File: src/rtl/alu_seq_core_if.sv
// Operand/opcode request and result/flags response bundle for alu_seq_core.
// The master drives requests and accepts results; the slave is the core.
interface alu_seq_core_if #(
    parameter int unsigned WIDTH = 8
);
    logic             in_valid;
    logic             in_ready;
    logic [2:0]       opcode;
    logic [WIDTH-1:0] opA;
    logic [WIDTH-1:0] opB;
    logic             out_valid;
    logic             out_ready;
    logic [WIDTH-1:0] result;
    logic [WIDTH-1:0] result_hi;
    logic [3:0]       flags;

    modport master (
        output in_valid, opcode, opA, opB, out_ready,
        input  in_ready, out_valid, result, result_hi, flags
    );

    modport slave (
        input  in_valid, opcode, opA, opB, out_ready,
        output in_ready, out_valid, result, result_hi, flags
    );
endinterface

File: src/rtl/alu_seq_core.sv
// Multi-cycle ALU: single-cycle add/sub/logic, iterative shift-add MUL and
// restoring DIV, valid/ready on both sides, all results registered.
module alu_seq_core #(
    parameter int unsigned WIDTH = 8
) (
    input  logic          clk,
    input  logic          rst,
    alu_seq_core_if.slave bus
);
    localparam int unsigned CW = $clog2(WIDTH + 1);

    typedef enum logic [1:0] {
        IDLE,
        BUSY,
        DONE
    } state_t;

    typedef enum logic [2:0] {
        OP_NOP = 3'b000,
        OP_ADD = 3'b001,
        OP_SUB = 3'b010,
        OP_AND = 3'b011,
        OP_OR  = 3'b100,
        OP_XOR = 3'b101,
        OP_MUL = 3'b110,
        OP_DIV = 3'b111
    } op_t;

    state_t           state_q;
    logic             is_div_q;
    logic [WIDTH-1:0] opnd_q;
    logic [WIDTH-1:0] hi_q;
    logic [WIDTH-1:0] lo_q;
    logic [CW-1:0]    cnt_q;
    logic             out_valid_q;
    logic [WIDTH-1:0] result_q;
    logic [WIDTH-1:0] result_hi_q;
    logic [3:0]       flags_q;

    op_t              op_in;
    logic             need_iter;
    logic [WIDTH:0]   add_w;
    logic [WIDTH:0]   sub_w;
    logic [WIDTH-1:0] alu_res_d;
    logic [WIDTH-1:0] alu_hi_d;
    logic             alu_carry_d;
    logic             alu_ovf_d;
    logic             alu_dbz_d;
    logic             alu_zero_d;

    logic [WIDTH:0]   mul_sum;
    logic [WIDTH:0]   div_sh;
    logic [WIDTH:0]   div_trial;
    logic             div_ok;
    logic [WIDTH-1:0] hi_d;
    logic [WIDTH-1:0] lo_d;
    logic [3:0]       iter_flags_d;

    assign op_in     = op_t'(bus.opcode);
    assign need_iter = (op_in == OP_MUL) || ((op_in == OP_DIV) && (bus.opB != '0));

    // Single-cycle datapath, evaluated from the live inputs at the accept edge.
    always_comb begin
        add_w       = {1'b0, bus.opA} + {1'b0, bus.opB};
        sub_w       = {1'b0, bus.opA} - {1'b0, bus.opB};
        alu_res_d   = '0;
        alu_hi_d    = '0;
        alu_carry_d = 1'b0;
        alu_ovf_d   = 1'b0;
        alu_dbz_d   = 1'b0;
        unique case (op_in)
            OP_NOP: ;
            OP_ADD: begin
                alu_res_d   = add_w[WIDTH-1:0];
                alu_carry_d = add_w[WIDTH];
                alu_ovf_d   = (bus.opA[WIDTH-1] == bus.opB[WIDTH-1]) &&
                              (add_w[WIDTH-1] != bus.opA[WIDTH-1]);
            end
            OP_SUB: begin
                alu_res_d   = sub_w[WIDTH-1:0];
                alu_carry_d = sub_w[WIDTH];
                alu_ovf_d   = (bus.opA[WIDTH-1] != bus.opB[WIDTH-1]) &&
                              (sub_w[WIDTH-1] != bus.opA[WIDTH-1]);
            end
            OP_AND: alu_res_d = bus.opA & bus.opB;
            OP_OR:  alu_res_d = bus.opA | bus.opB;
            OP_XOR: alu_res_d = bus.opA ^ bus.opB;
            OP_MUL: ;
            OP_DIV: begin
                alu_res_d = '1;
                alu_hi_d  = bus.opA;
                alu_dbz_d = 1'b1;
            end
            default: ;
        endcase
        alu_zero_d = (op_in != OP_NOP) && (alu_res_d == '0);
    end

    // One iteration step. MUL: hi_q accumulates, lo_q holds the multiplier
    // and collects product bits from the top. DIV: hi_q is the partial
    // remainder, lo_q shifts the dividend out and the quotient in.
    always_comb begin
        mul_sum   = {1'b0, hi_q} + (lo_q[0] ? {1'b0, opnd_q} : '0);
        div_sh    = {hi_q, lo_q[WIDTH-1]};
        div_trial = div_sh - {1'b0, opnd_q};
        div_ok    = ~div_trial[WIDTH];
        if (is_div_q) begin
            hi_d = div_ok ? div_trial[WIDTH-1:0] : div_sh[WIDTH-1:0];
            lo_d = {lo_q[WIDTH-2:0], div_ok};
        end else begin
            hi_d = mul_sum[WIDTH:1];
            lo_d = {mul_sum[0], lo_q[WIDTH-1:1]};
        end
        if (is_div_q) begin
            iter_flags_d = {3'b000, (lo_d == '0)};
        end else begin
            iter_flags_d = {1'b0, (hi_d != '0), 1'b0, ({hi_d, lo_d} == '0)};
        end
    end

    always_ff @(posedge clk) begin
        if (rst) begin
            state_q     <= IDLE;
            is_div_q    <= 1'b0;
            opnd_q      <= '0;
            hi_q        <= '0;
            lo_q        <= '0;
            cnt_q       <= '0;
            out_valid_q <= 1'b0;
            result_q    <= '0;
            result_hi_q <= '0;
            flags_q     <= '0;
        end else begin
            unique case (state_q)
                IDLE: begin
                    if (bus.in_valid) begin
                        if (need_iter) begin
                            state_q  <= BUSY;
                            cnt_q    <= CW'(WIDTH);
                            is_div_q <= (op_in == OP_DIV);
                            opnd_q   <= (op_in == OP_DIV) ? bus.opB : bus.opA;
                            lo_q     <= (op_in == OP_DIV) ? bus.opA : bus.opB;
                            hi_q     <= '0;
                        end else begin
                            state_q     <= DONE;
                            out_valid_q <= 1'b1;
                            result_q    <= alu_res_d;
                            result_hi_q <= alu_hi_d;
                            flags_q     <= {alu_dbz_d, alu_ovf_d, alu_carry_d, alu_zero_d};
                        end
                    end
                end
                BUSY: begin
                    hi_q  <= hi_d;
                    lo_q  <= lo_d;
                    cnt_q <= cnt_q - CW'(1);
                    // The final step's result is written straight to the outputs.
                    if (cnt_q == CW'(1)) begin
                        state_q     <= DONE;
                        out_valid_q <= 1'b1;
                        result_q    <= lo_d;
                        result_hi_q <= hi_d;
                        flags_q     <= iter_flags_d;
                    end
                end
                DONE: begin
                    if (bus.out_ready) begin
                        state_q     <= IDLE;
                        out_valid_q <= 1'b0;
                    end
                end
                default: begin
                    state_q     <= IDLE;
                    out_valid_q <= 1'b0;
                end
            endcase
        end
    end

    assign bus.in_ready  = (state_q == IDLE);
    assign bus.out_valid = out_valid_q;
    assign bus.result    = result_q;
    assign bus.result_hi = result_hi_q;
    assign bus.flags     = flags_q;
endmodule

File: src/flat_wrapper.sv
// flat-port wrapper written by rule: the top's interface ports become plain ports
module alu_seq_core_flat 
#(
    parameter int unsigned WIDTH = 8
)
  (clk, rst, bus_in_valid, bus_opcode, bus_opA, bus_opB, bus_out_ready, bus_in_ready, bus_out_valid, bus_result, bus_result_hi, bus_flags);
  alu_seq_core_if #(.WIDTH(WIDTH)) bus_i ();
  input  logic clk;
  input  logic rst;
  input wire logic [$bits(bus_i.in_valid)-1:0] bus_in_valid;
  input wire logic [$bits(bus_i.opcode)-1:0] bus_opcode;
  input wire logic [$bits(bus_i.opA)-1:0] bus_opA;
  input wire logic [$bits(bus_i.opB)-1:0] bus_opB;
  input wire logic [$bits(bus_i.out_ready)-1:0] bus_out_ready;
  output wire logic [$bits(bus_i.in_ready)-1:0] bus_in_ready;
  output wire logic [$bits(bus_i.out_valid)-1:0] bus_out_valid;
  output wire logic [$bits(bus_i.result)-1:0] bus_result;
  output wire logic [$bits(bus_i.result_hi)-1:0] bus_result_hi;
  output wire logic [$bits(bus_i.flags)-1:0] bus_flags;
  assign bus_i.in_valid = bus_in_valid;
  assign bus_i.opcode = bus_opcode;
  assign bus_i.opA = bus_opA;
  assign bus_i.opB = bus_opB;
  assign bus_i.out_ready = bus_out_ready;
  assign bus_in_ready = bus_i.in_ready;
  assign bus_out_valid = bus_i.out_valid;
  assign bus_result = bus_i.result;
  assign bus_result_hi = bus_i.result_hi;
  assign bus_flags = bus_i.flags;
  alu_seq_core #(.WIDTH(WIDTH)) u_core (.clk(clk), .rst(rst), .bus(bus_i));
endmodule
File: config.mk
export PLATFORM = sky130hd
export DESIGN_NAME = alu_seq_core_flat
export DESIGN_NICKNAME = d
export VERILOG_FILES = /design/src/rtl/alu_seq_core_if.sv /design/src/rtl/alu_seq_core.sv /design/src/flat_wrapper.sv
export SDC_FILE = /design/constraint.sdc
export NUM_CORES = 1
export LEC_CHECK = 0
export CAP_MARGIN = 10
export CORE_MARGIN = 1.5
export CORE_UTILIZATION = 60
export CTS_CLUSTER_SIZE = 40
export DETAILED_ROUTE_END_ITERATION = 8
export PLACE_DENSITY = 0.83
export SLEW_MARGIN = 20
export SYNTH_ARGS = -nofsm -noshare
export SYNTH_HDL_FRONTEND = slang
export SYNTH_SLANG_ARGS = --single-unit
File: constraint.sdc
create_clock -name clk -period 8.2 [get_ports clk]
set_input_delay 1.64 -clock clk [delete_from_list [all_inputs] [get_ports clk]]
set_output_delay 1.64 -clock clk [all_outputs]
set_load 0.01 [all_outputs]
==> metrics.md <==
| Metric | Value |
|---|---|
| Reg2Reg Launch Point | `u_core.lo_q[7]` |
| Top-area cell type share of the netlist area | `23.28%` |
| Final setup violation count | `0` |
| R2r setup slk | `4.34 ns` |
| Proportion of layout cells with a drive suffix above 1 | `3.906%` |
| Fmax | `0.2060 GHz` |
| Top delay family on crit path | `simple AND/OR/NAND/NOR gates` |
| Synth Area per Inst | `7.213 sq um` |
| Die X | `just under 90 microns` |
| Final GP Congestion | `0.9610` |
| Synth Flop Type | `dfxtp_1` |
| Critical path cell sequence | `clkdlybuf4s50_1 > inv_1 > ha_1 > nor2_1 > a221oi_1 > nor2b_1 > o221a_2 > o21ai_1 > or4_1 > or3_1 > o2bb2ai_1 > a311oi_1` |
| CP Depth | `12` |
| Clock Power Share | `26.4%` |
| Crit. End Element | `flip-flop` |
| Pint | `0.0004539 W` |
| Synthesized area | `4472 sq um` |
| Setup Buffers After CTS | `0` |
| IO buf count | `44` |
| RSZ-0062 raised after global routing | `false` |
| Max Root-Sink Buffers | `2` |
| Outcome | `complete, no violations` |
| Switching Fraction | `34.23%` |
| Crit path DAT | `5.07 ns` |
| # diodes | `0` |
| Sw Pwr | `0.0002362 W` |
| Fin. Hold Viols | `0` |
| Routed Antenna Nets | `0` |
| Slowest stage delay, CP | `0.59 ns` |
| WHS | `0.4676 ns` |
| Cts repair resizes | `0` |
| Largest net degree at the start of global routing | `54` |
| Initial core utilization | `61.98%` |
| Sequential fraction of design power | `40.8%` |
| Initial antenna violation count | `0` |
| Worst slew pin tran | `0.9695 ns` |
| Most frequent cell after synthesis | `nor2_1` |
| CTS Buf Count | `5` |
| Setup WS post-layout | `3.345 ns` |
| Final setup TNS | `0 ns` |
| Slew HR | `35.37%` |
| Startpoint Class | `input port` |
| CP bufs+invs | `2` |
| CTS root buffer | `clkbuf_8` |
| First-pass GRT wire length | `20660 microns` |
| IO Pins | `45` |
| FP Rows | `31` |
| Worst setup endpoint | `u_core.bus.flags[0]` |
| R2R cell count | `13` |
| Seq/Total Area, Yosys | `a little under a quarter` |
| DRC viols | `0` |
| Routed len/inst | `17.83 microns` |
| CTS H-tree depth | `2` |
| Die Ht | `89.33 microns` |
| Hold Path Origin | `u_core.bus.result[5]` |
| Nets | `709` |
| Full die area | `7980 sq um` |
| Setup WS pre-CTS | `roughly 3 ns` |
| Synth Warn # | `0` |
| Crit-path slowest cell | `clkdlybuf4s50_1` |
| Maximum vdd drop | `0.00008418 V` |
| Number of vias per cell | `approximately 6.3` |
| # hold bufs at CTS | `0` |
| Number of synthesized flops with an enable pin | `0` |
| DRT Pass-1 Iters | `5` |
| Core Footprint | `just over 7000 sq um` |
| Tcrit/Tclk final | `59.21%` |
| Logic pwr share | `roughly a third` |
| Final clock skew | `0.01256 ns` |
| #FFs+latches synth | `52` |
| Crit path max fanout | `12` |
| Slew Limit Fails | `0` |
| Max-Cap Viols | `0` |
| Dominant cell type by area after synthesis | `dfxtp_1` |
| Leakage | `2.025 nW` |
| Final WL | `roughly 13000 microns` |
| Starting DRT DRC Count | `a little under 400` |
| Worst Path Required | `8.41 ns` |
| Mapped Nets | `690` |
| Hold/Removal Path Class | `flip-flop to flip-flop` |
| Post-Synthesis Cells | `620` |
| Worst skew pair latency | `between 0.3 and 0.4 ns` |
| Clock transition at the registers of the reported paths | `0.10 ns` |
| Fraction of registers with async set/reset | `0%` |
| Vias post-DR | `~4600` |
| Cells taking the most area after synthesis | `dfxtp_1 23%, ha_1 12%, a21oi_1 7.7%, nor2_1 6.6%, nand2_1 5.5%` |
| Tot GR Track Use | `33.59%` |
| Post-detail-place hpwl | `9902 microns` |
| Minimum clock period | `4.855 ns` |
| Power per cell area | `~140 nW/um^2` |
| Crit Path Category | `input port to flip-flop` |
| Netlist cell types | `65` |
| Final global-route overflow total | `0` |
| R2R Path End | `u_core.bus.flags[0]` |
| Area Growth Syn to Fin | `12.56%` |
| Top post-synthesis cells by count | `79 x nor2_1, 69 x a21oi_1, 65 x nand2_1, 52 x dfxtp_1, 47 x inv_1` |
| Clock sink count | `52` |
| CTS tree | `yes` |
| Vias in the first global route | `4257` |
| Crit path from | `bus_opA[4]` |
## area by class of cell
class,count,area (sq um)
clock inverters,2,38.79
fillers,642,2181
inverters,47,176.4
well taps,99,123.9
clock buffers,6,72.57
flip-flops and latches,52,1041
multi-input cells,485,3115
repair buffers,48,465.4
## worst min-delay path by stage
stage | end | slack [ns] | cells past startpoint
5_1_grt | u_core.bus.result[3] | 0.49 | 2
3_5_place_dp | u_core.bus.result[5] | 0.45 | 2
4_1_cts | u_core.bus.result[5] | 0.47 | 2
6_report | u_core.bus.result[5] | 0.47 | 2
3_3_place_gp | u_core.bus.result[4] | 0.45 | 2
2_1_floorplan | u_core.lo_q[1] | 0.45 | 2
## metrics by stage
stage / power [W] / cell area, sq um / cells / util (%)
3_5_place_dp: 0.0005092 / 4922 / 731 / 68.23
3_3_place_gp: 0.0005048 / 4922 / 731 / 68.23
6_report: 0.0006901 / 5034 / 739 / 69.77
5_1_grt: 0.0007242 / 5034 / 739 / 69.77
2_1_floorplan: 0.0004318 / 4472 / 620 / -
4_1_cts: 0.0006851 / 5034 / 739 / 69.77
## logic make-up after synthesis
| family | share of synthesized area (%) |
|---|---|
| and+or+nand+nor | 24.12 |
| AOI/OAI and AO/OA | 26.25 |
| buffers and inverters | 7.051 |
| DFF | 23.28 |
| adders and majority gates | 13.82 |
| muxes | 3.134 |
| xor gates and xnor gates | 2.350 |
## routing by layer
layer	vias to the layer above	routed length [microns]	share of wire (%)	global-route usage [%]
met5	-	0	0	0
met4	0	459	3.5	13.85
met3	37	829	6.3	4.524
met2	188	6396	49	57.69
met1	2173	5488	42	42.33
li1	2221	-	-	-
## worst register-to-register path, cell delays in order (launching register included)
cell and delay [ns]:
dfxtp_1 0.34, inv_1 0.10, ha_1 0.19, inv_1 0.07
fa_1 0.47, a21oi_2 0.17, nor2_1 0.10, or4_4 0.54
nand3_2 0.26, mux2i_1 0.23, a21oi_1 0.09, or4_1 0.54
or4_1 0.45, a311oi_1 0.22
## cell usage in the layout (no fill, tap or decap), drive strengths merged, types with 9 or more instances in the layout
cell type,n
ha,43
mux2i,14
inv,48
nor2,79
clkdlybuf4s50,43
nand3,11
nand2,65
dfxtp,52
and2,11
a211oi,22
nand2b,9
nor3,20
o21ai,30
a21oi,70
## power by group through the flow
stage / Sequential (W) / Combinational [W] / Clock (W)
final: 0.000281 / 0.000227 / 0.000182
after global routing: 0.000283 / 0.000248 / 0.000193
after CTS: 0.000281 / 0.000224 / 0.000181
after detailed placement: 0.000287 / 0.000222 / 0
after global placement: 0.000286 / 0.000219 / 0
after floorplan: 0.000287 / 0.000145 / 0
## flip-flops by register name, indices dropped and copies added, names as in the netlist
signal / cells
u_core.bus.result: 8
u_core.bus.result_hi: 8
u_core.hi_q: 8
u_core.lo_q: 8
u_core.opnd_q: 8
u_core.bus.flags: 4
u_core.cnt_q: 4
u_core.state_q: 2
u_core.bus.out_valid: 1
u_core.is_div_q: 1
(Power assumes the default switching activity.)
